--- src/rtl/mips_pkg.sv ---
// Shared MIPS pipeline types: instruction class and
// scoreboard countdown width.
package mips_pkg;

  typedef enum logic [1:0] {
    CLASS_ALU    = 2'd0,
    CLASS_LOAD   = 2'd1,
    CLASS_MULDIV = 2'd2,
    CLASS_RSVD   = 2'd3
  } class_e;

  localparam int CNT_W = 4;

endpackage

--- src/rtl/sb_counter.sv ---
// One scoreboard countdown: decrements while enabled,
// optionally raised to a new latency (max rule).
import mips_pkg::*;

module sb_counter (
  input  logic             clk,
  input  logic             reset,
  input  logic             i_en,
  input  logic             i_load,
  input  logic [CNT_W-1:0] i_lat,
  output logic [CNT_W-1:0] o_cnt
);

  logic [CNT_W-1:0] r_cnt;
  logic [CNT_W-1:0] w_dec;
  logic [CNT_W-1:0] w_nxt;

  // WAW keeps whichever pending result lands later
  always_comb begin
    w_dec = (r_cnt != '0) ? r_cnt - 1'b1 : r_cnt;
    w_nxt = w_dec;
    if (i_load && (i_lat > w_dec))
      w_nxt = i_lat;
  end

  always_ff @(posedge clk) begin
    if (reset)
      r_cnt <= '0;
    else if (i_en)
      r_cnt <= w_nxt;
  end

  assign o_cnt = r_cnt;

endmodule

--- src/rtl/hazard_scoreboard.sv ---
// Per-register countdown hazard unit beside ID: RAW and
// busy mult/div stalls, kill/hold, saturating stall count.
import mips_pkg::*;

module hazard_scoreboard #(
  parameter int NUM_REGS = 32,
  parameter int REG_W    = 5,
  parameter int LOAD_LAT = 1,
  parameter int MD_LAT   = 4,
  parameter int STAT_W   = 16
) (
  input  logic              clk,
  input  logic              reset,
  input  logic [REG_W-1:0]  Rs_ID,
  input  logic [REG_W-1:0]  Rt_ID,
  input  logic              RsUsed_ID,
  input  logic              RtUsed_ID,
  input  logic [REG_W-1:0]  Dest_ID,
  input  logic              RegWrite_ID,
  input  logic [1:0]        Class_ID,
  input  logic              Kill_ID,
  input  logic              Hold,
  output logic              Stall_IF,
  output logic              Stall_ID,
  output logic              Flush_EX,
  output logic [STAT_W-1:0] StallCount
);

  localparam logic [CNT_W-1:0] LD_L = CNT_W'(LOAD_LAT);
  localparam logic [CNT_W-1:0] MD_L = CNT_W'(MD_LAT);

  class_e            w_cls;
  logic [CNT_W-1:0]  w_cnt [NUM_REGS];
  logic [CNT_W-1:0]  w_md;
  logic [CNT_W-1:0]  w_lat;
  logic              w_rs_hit;
  logic              w_rt_hit;
  logic              w_struct;
  logic              w_hz;
  logic              w_issue;
  logic              w_wr;
  logic [STAT_W-1:0] r_stall;

  assign w_cls = class_e'(Class_ID);

  always_comb begin
    w_lat = '0;
    unique case (w_cls)
      CLASS_LOAD:   w_lat = LD_L;
      CLASS_MULDIV: w_lat = MD_L;
      default:      w_lat = '0;
    endcase
  end

  assign w_rs_hit = RsUsed_ID && (Rs_ID != '0)
                 && (w_cnt[Rs_ID] != '0);
  assign w_rt_hit = RtUsed_ID && (Rt_ID != '0)
                 && (w_cnt[Rt_ID] != '0);
  assign w_struct = (w_cls == CLASS_MULDIV)
                 && (w_md != '0);

  // Hold deliberately stays out of the hazard path
  assign w_hz    = (w_rs_hit | w_rt_hit | w_struct)
                 & ~Kill_ID;
  assign w_issue = ~w_hz & ~Kill_ID & ~Hold;
  assign w_wr    = w_issue & RegWrite_ID
                 & (Dest_ID != '0);

  assign w_cnt[0] = '0;

  for (genvar r = 1; r < NUM_REGS; r++) begin : g_reg
    sb_counter u_cnt (
      .clk    (clk),
      .reset  (reset),
      .i_en   (~Hold),
      .i_load (w_wr && (Dest_ID == REG_W'(r))),
      .i_lat  (w_lat),
      .o_cnt  (w_cnt[r])
    );
  end

  sb_counter u_md (
    .clk    (clk),
    .reset  (reset),
    .i_en   (~Hold),
    .i_load (w_issue && (w_cls == CLASS_MULDIV)),
    .i_lat  (MD_L),
    .o_cnt  (w_md)
  );

  always_ff @(posedge clk) begin
    if (reset)
      r_stall <= '0;
    else if (w_hz && !Hold && (r_stall != '1))
      r_stall <= r_stall + 1'b1;
  end

  assign Stall_IF   = w_hz;
  assign Stall_ID   = w_hz;
  assign Flush_EX   = w_hz;
  assign StallCount = r_stall;

endmodule
--- config.mk ---
export PLATFORM = sky130hd
export DESIGN_NAME = hazard_scoreboard
export DESIGN_NICKNAME = d
export VERILOG_FILES = /design/src/rtl/mips_pkg.sv /design/src/rtl/sb_counter.sv /design/src/rtl/hazard_scoreboard.sv
export SDC_FILE = /design/constraint.sdc
export NUM_CORES = 1
export LEC_CHECK = 0
export ABC_CLOCK_PERIOD_IN_PS = 13850
export BUFFER_PORTS_ARGS = -buffer_cell sky130_fd_sc_hd__buf_2
export CORE_MARGIN = 8
export CORE_UTILIZATION = 40
export DETAILED_ROUTE_END_ITERATION = 10
export SYNTH_ARGS = -nofsm -noshare
export SYNTH_HDL_FRONTEND = slang
export SYNTH_SLANG_ARGS = --single-unit
export TNS_END_PERCENT = 20
--- constraint.sdc ---
create_clock -name clk -period 13.85 [get_ports clk]
set_input_delay 4.155 -clock clk [delete_from_list [all_inputs] [get_ports clk]]
set_output_delay 4.155 -clock clk [all_outputs]
set_load 0.05 [all_outputs]
Yosys cells after proc, flatten, opt, wreduce, memory -nomap -nowiden

Index checks and enable logic that the tools add are counted.

Output and inout port bits: 19
Memories: 0
Bits in registers: 144
Bits in writable memories: 0
Input port bits: 24
Latch bits: 0
Bits in read-only memories: 0
Logic and storage cells: 326

$mul: 0
Divide/modulo/power cells: 0
Shifts and indexed selects: 0
Add/sub/neg operators: 33
Eq/ne operators: 34
Bitwise operators: 12
Multiplexer cells: 71
Reduce and logical (&&, ||, !) cells: 109
Order comparisons: 34

Operators by type and width:

| operator              | number |
|---|---|
| $mux 4                | 68 |
| $reduce_bool 4->1     | 34 |
| $sub 4x1->4 const B   | 32 |
| $gt 3x4->1            | 31 |
| $eq 5x5->1 const B    | 16 |
| $logic_and 1x1->1     | 71 |
| $bmux 4 s5            | 2 |
| $eq 5x4->1 const B    | 8 |
| $eq 5x3->1 const B    | 4 |
| $add 16x1->16 const B | 1 |
| $ne 16x16->1 const B  | 1 |
| $reduce_bool 5->1     | 3 |
| $ge 6x6->1 const B    | 2 |
| $not 5->6             | 2 |
| $eq 5x2->1 const B    | 2 |
| $pmux 3 s2            | 1 |
| $and 1x1->1           | 5 |
| $eq 5x1->1 const B    | 1 |
| $gt 3x4->1 const A    | 1 |
| $not 1->1             | 3 |
| $eq 2x1->1 const B    | 1 |
| $eq 2x2->1 const B    | 1 |
| $or 1x1->1            | 2 |
| $logic_not 1->1       | 1 |

Longest topological paths before layout

Depth after elaboration: 17
Gate-level depth with buffers: 13

Modules after synthesis

A second synthesis with hierarchy kept.

Cell total of the unflattened synthesis: 1,763
Area total of the unflattened synthesis: 14,841.7 µm²

By module, submodules not included:

| module                            | seq. area each (µm²) | cells each | area an instance (µm²) | times used |
|---|---|---|---|---|
| sb_counter at g_reg[10].u_cnt ... | 80.1                 | 46         | 396.6                  | 31 |
| hazard_scoreboard                 | 320.3                | 289        | 2,158.3                | 1 |
| sb_counter at g_reg[1].u_cnt      | 80.1                 | 48         | 387.9                  | 1 |

Least setup slack after synthesis

No wires, ideal clock.

Kind: input -> output
Start point: input Rs_ID[1]
End point: output Stall_ID
Setup slack: 2,774 ps
Arrival time: 6,921 ps
Cell stages on the path: 11
Path through: clkbuf_1 nand2_1 o22ai_1 o21ai_0 o41ai_1 a2bb2oi_1 buf_6 nor2_2 buf_2 nor2_1 buf_4

Longest elaborated chain between the ends: 9

RTL lines:

| element                                    | RTL line                | text |
|---|---|---|
| start: declaration                         | hazard_scoreboard.sv:14 | `input logic [REG_W-1:0] Rs_ID,` |
| $not 5->6 (not written as such)            | hazard_scoreboard.sv:56 | `&& (w_cnt[Rs_ID] != '0);` |
| $bmux 4 s5                                 | hazard_scoreboard.sv:56 |  |
| $mux 4 (not written as such) (2 in series) | hazard_scoreboard.sv:56 |  |
| $reduce_bool 4->1                          | hazard_scoreboard.sv:56 |  |
| $logic_and 1x1->1 *                        | hazard_scoreboard.sv:56 |  |
| $or 1x1->1 * (2 in series)                 | hazard_scoreboard.sv:63 | `assign w_hz = (w_rs_hit \| w_rt_hit \| w_struct)` |
| $and 1x1->1 *                              | hazard_scoreboard.sv:64 | `& ~Kill_ID;` |
| end: declaration                           | hazard_scoreboard.sv:24 | `output logic Stall_ID,` |

Every way passes the cells marked *; elsewhere a longest branch is shown, timed or not. The select of a mux whose other input is x is not followed.

Final worst setup path

Start point: input Rs_ID[0]
End point: output Stall_IF

Longest elaborated chain between the ends: 9

RTL lines:

| element                                    | RTL line                | text |
|---|---|---|
| $not 5->6 (not written as such)            | hazard_scoreboard.sv:56 |  |
| $bmux 4 s5                                 | hazard_scoreboard.sv:56 |  |
| $mux 4 (not written as such) (2 in series) | hazard_scoreboard.sv:56 |  |
| $reduce_bool 4->1                          | hazard_scoreboard.sv:56 |  |
| $logic_and 1x1->1 *                        | hazard_scoreboard.sv:56 |  |
| $or 1x1->1 * (2 in series)                 | hazard_scoreboard.sv:63 |  |
| $and 1x1->1 *                              | hazard_scoreboard.sv:64 |  |
| end: declaration                           | hazard_scoreboard.sv:23 | `output logic Stall_IF,` |

Marks and branches as above.

==> results.md <==
Outcome:
- The flow ran to the end, and the final reports show no timing, DRC or antenna violations.

Clocking:
- The H-tree was split into 4 levels.
- The number of instances resized during post-cts repair is 0.
- The clock latency on the worst-skew pair is approximately 0.45 ns.
- CTS saw roughly 140 sinks.
- The number of buffers created by CTS is 17.
- Clock-pin slew was measured on the worst setup and hold paths at about 0.060 ns.
- Counting along the longest clock path gives a buffer depth of 2.
- The clock root buffer master is sky130_fd_sc_hd__clkbuf_16.
- TritonCTS built the clock tree.
- The total setup buffers inserted after CTS is 0.
- For this design, the CTS-stage hold fixing added 0 buffers.

Yosys:
- The mapped netlist covers 0.01304 mm2.
- The count of flip-flops with a built-in enable after synthesis is 0.
- Yosys printed 0 warnings.
- The synthesized net count is approximately 1.8k.
- The flip-flop and latch count after synthesis is ~140.
- For this run, asynchronously set or reset flops after synthesis account for 0%.
- The count of unique library cells instantiated by Yosys is 80.
- The number of standard cells after synthesis is 1670.
- The proportion of synthesized chip area in sequential cells is 22.10%.
- The mean instance size in the synthesized netlist is about 7.8 um2.
- The most common flop cell mapped by yosys is sky130_fd_sc_hd__dfxtp_1.

Place:
- Counting tap cells, the placed design contains a total of between 2k and 2.5k instances.
- At the end of routability-driven placement, the weighted congestion stood at slightly below 0.9.
- Input and output buffers added on the ports amount to 42.
- The wire-length estimate of the detail-placed layout is around 26000 um.

Route:
- The final route contains 12.62k vias.
- After detailed routing, the average wire length per cell comes to ~18 um.
- The first-pass iteration count of the detailed router is 7.
- After detailed routing, the number of remaining DRC violations is 0.
- The count of nets left with antenna violations once routing finished came out at 0.
- The average via count per standard cell is approximately 6.
- Wires add up to 37840 um.
- The DRC marker count from the first detailed-route iteration is 915.

Timing:
- Counting I/O delays and the setup requirement, the final critical path takes just over 10 ns.
- Setup violations remaining at the end of the flow were counted as 0.
- The post-route fraction of the period consumed by the critical path is approximately three quarters.
- The hold violation count in the final report is 0.
- At the pin with the least slew margin, the transition time is approximately 1.2 ns.
- In the final timing run, aggregate negative setup slack is 0 ns.
- Setup repair after global routing left no endpoint under its margin.
- For the final database, setup skew stands at roughly 0.014 ns.
- The relative slew slack is about a fifth.
- The maximum frequency from static timing analysis is 96.16 MHz.
- The number of max-slew violations in the final report is 0.

Finish:
- The relative area change from synthesis to final layout is 8.116%.
- After the flow finishes, the layout carries non-filler instances totaling about 2.1k.
- The number of antenna repair diodes is 0.
- The net count of the finished layout is approximately 1.8k.
- The layout cell share with drive strength beyond 1 is 11.60%.
- The library cell used most frequently in the layout, excluding fill and tap cells, is sky130_fd_sc_hd__nor2_1.
- Fill cells in the final layout number approximately 3.2k.
- Leaving out fill and tap cells, the most frequent cells in the layout are sky130_fd_sc_hd__nor2_1 (158), sky130_fd_sc_hd__dfxtp_1 (144), sky130_fd_sc_hd__nand2_1 (112).

Critical path:
- The endpoint identified for the worst register-to-register timing path is g_reg[21].u_cnt.o_cnt[0].
- The data required time at the worst endpoint is 9.69 ns.
- The largest stage delay on the critical path is about 0.57 ns.
- The critical path contains buffers and inverters numbering 4 combined.
- At the worst endpoint, the arrival time is 6.24 ns.
- The critical path goes through buf_2, inv_1, mux2i_1, nor3_1, o41ai_1, a2bb2oi_4, nor2_2, buf_4, nor2_1, buf_2.
- The critical path is of the primary input to output pin type.
- Of all nets on the critical path, the largest fanout is 17.
- Among all stages on the critical path, the largest delay is contributed by sky130_fd_sc_hd__o41ai_1.
- The reg-to-reg critical path startpoint is g_reg[7].u_cnt.o_cnt[0].
- The cell type with the highest occurrence count on the critical path is sky130_fd_sc_hd__buf_2.
- STA classifies the critical path startpoint as a primary input.
- The number of cells on the worst reg-to-reg path is 9.
- The sort of element at the end of the critical path is an output pin.
- The minimum setup slack among reg-to-reg paths is 9.34 ns.
- Broken down by cell family, the worst path's largest delay share belongs to buffers and inverters.

Die:
- The die boundary width is between 150 and 200 um.
- In this run the vertical extent of the chip is 196.6 um.
- For this configuration, the core starts out at a cell density of 40.39%.
- Pin placement for this block handled 43 I/O pins.
- The placement row count is 66.
- The die area is about 0.039 mm2.
- After floorplanning, the core was sized to cover around 0.032 mm2.

Power and ir drop:
- The leakage power is ~5.3 nW.
- VDD sags by at most 0.1261 mV.
- In this run the power density over the cells is ~200 mW/mm2.

Global route:
- Entering global routing, the biggest net connects 83 pins.
- The via count of the first global-routing pass was roughly 12k.
- The initial antenna violation count is 0.
- The global-route total usage across every layer is around 19%.
- The global-route wire length before repair is between 60000 and 70000 um.
- Summed over all layers, the global routing overflow is 0.

Job:
- Max-cap violations in this run came to 0.

Min path:
- The worst hold path begins at g_reg[15].u_cnt.o_cnt[1].
- The worst hold path was traced through 2 stages.
- For hold timing, the worst endpoint is g_reg[15].u_cnt.o_cnt[1].
- The type of the worst min-delay path is flop to flop.
kinds of logic after synthesis:
family	share of synthesized area (%)
mux	10.14
simple gates	31.74
flops	22.10
compound gates	18.11
buf+inv	6.638
xor+xnor	2.149
fa+ha+maj	9.114
layer usage:
| metal | GRT usage [%] | part of all wire (%) | wire, um | vias up |
|---|---|---|---|---|
| met5 | 0 | 0 | 0 | - |
| met3 | 3.531 | 5.2 | 1972 | 55 |
| met2 | 31.16 | 45 | 17070 | 290 |
| met1 | 25.96 | 47 | 17940 | 6030 |
| li1 | - | - | - | 6246 |
| met4 | 6.854 | 2.3 | 857 | 0 |
report_power, final:
part / internal [mW] / switching (mW) / leakage [nW]
clock network: 0.290 / 0.200 / 0.291
registers: 0.517 / 0.153 / 1.17
logic: 0.733 / 0.931 / 3.80
total: 1.54 / 1.28 / 5.27
cell usage after synthesis (all sizes together), types with 12 or more instances:
master / n / area share (%)
mux2i: 68 / 5.2
a211o: 16 / 1.1
clkbuf: 76 / 2.2
a31oi: 23 / 1.1
nor3: 73 / 3.1
a21oi: 71 / 2.8
a211oi: 12 / 0.69
nor4b: 12 / 1.2
nor4: 61 / 4.1
inv: 108 / 3.1
nor2b: 22 / 1.1
mux2: 51 / 4.4
o21ai: 51 / 2.0
nand4: 12 / 0.58
and3: 15 / 0.72
o211ai: 17 / 0.98
nand2: 112 / 3.2
buf: 28 / 1.3
a21o: 19 / 1.1
or4: 62 / 3.7
ha: 95 / 9.1
o2111ai: 12 / 0.81
o32ai: 25 / 1.7
dfxtp: 144 / 22
nor3b: 42 / 2.4
xnor2: 32 / 2.1
nand3: 70 / 2.7
or3: 39 / 1.9
nor2: 159 / 4.6
tightest hold or removal path, cell delays in order, from the launching register on:
cell and delay [ns]:
sky130_fd_sc_hd__dfxtp_1 0.32, sky130_fd_sc_hd__nand2_1 0.06, sky130_fd_sc_hd__o21ai_0 0.06
worst max path at each step:
stage | startpoint | end | slack, ns | depth (start not counted)
2_1_floorplan | Rs_ID[1] | Stall_ID | 2.77 | 11
3_3_place_gp | Rs_ID[0] | Flush_EX | 3.49 | 10
3_5_place_dp | Rs_ID[0] | Stall_ID | 3.48 | 10
4_1_cts | Rs_ID[0] | Stall_ID | 3.46 | 10
5_1_grt | Rs_ID[0] | Flush_EX | 3.33 | 10
6_report | Rs_ID[0] | Stall_IF | 3.45 | 10
stage by stage:
step / utilization, % / worst slack, ns / hold WS [ns] / power (mW) / instance area, um2
6_report: 43.67 / 3.451 / 0.4833 / 2.824 / 14100
5_1_grt: 43.67 / 3.327 / 0.5155 / 3.090 / 14100
4_1_cts: 43.67 / 3.462 / 0.4913 / 2.831 / 14100
3_5_place_dp: 41.83 / 3.483 / 0.4780 / 2.325 / 13510
3_3_place_gp: 41.83 / 3.490 / 0.4690 / 2.280 / 13510
2_1_floorplan: - / 2.774 / 0.4542 / 1.980 / 13040
layout make-up:
cell class              count  area, um2  area share [%]
well taps                 442      553.0           3.922
clock buffers              20      456.7           3.239
multi-input cells        1313       9321           66.10
flip-flops and latches    144       2883           20.44
inverters                 109      409.1           2.902
clock inverters            11      138.9          0.9849
repair buffers             58      339.1           2.405
sequential cells by signal, summed over array words and instances (netlist names):
| register | count |
|---|---|
| StallCount | 16 |
| u_md.o_cnt | 4 |
| g.u_cnt.o_cnt | 124 |
Note: power is estimated with default switching activity, not from simulation.
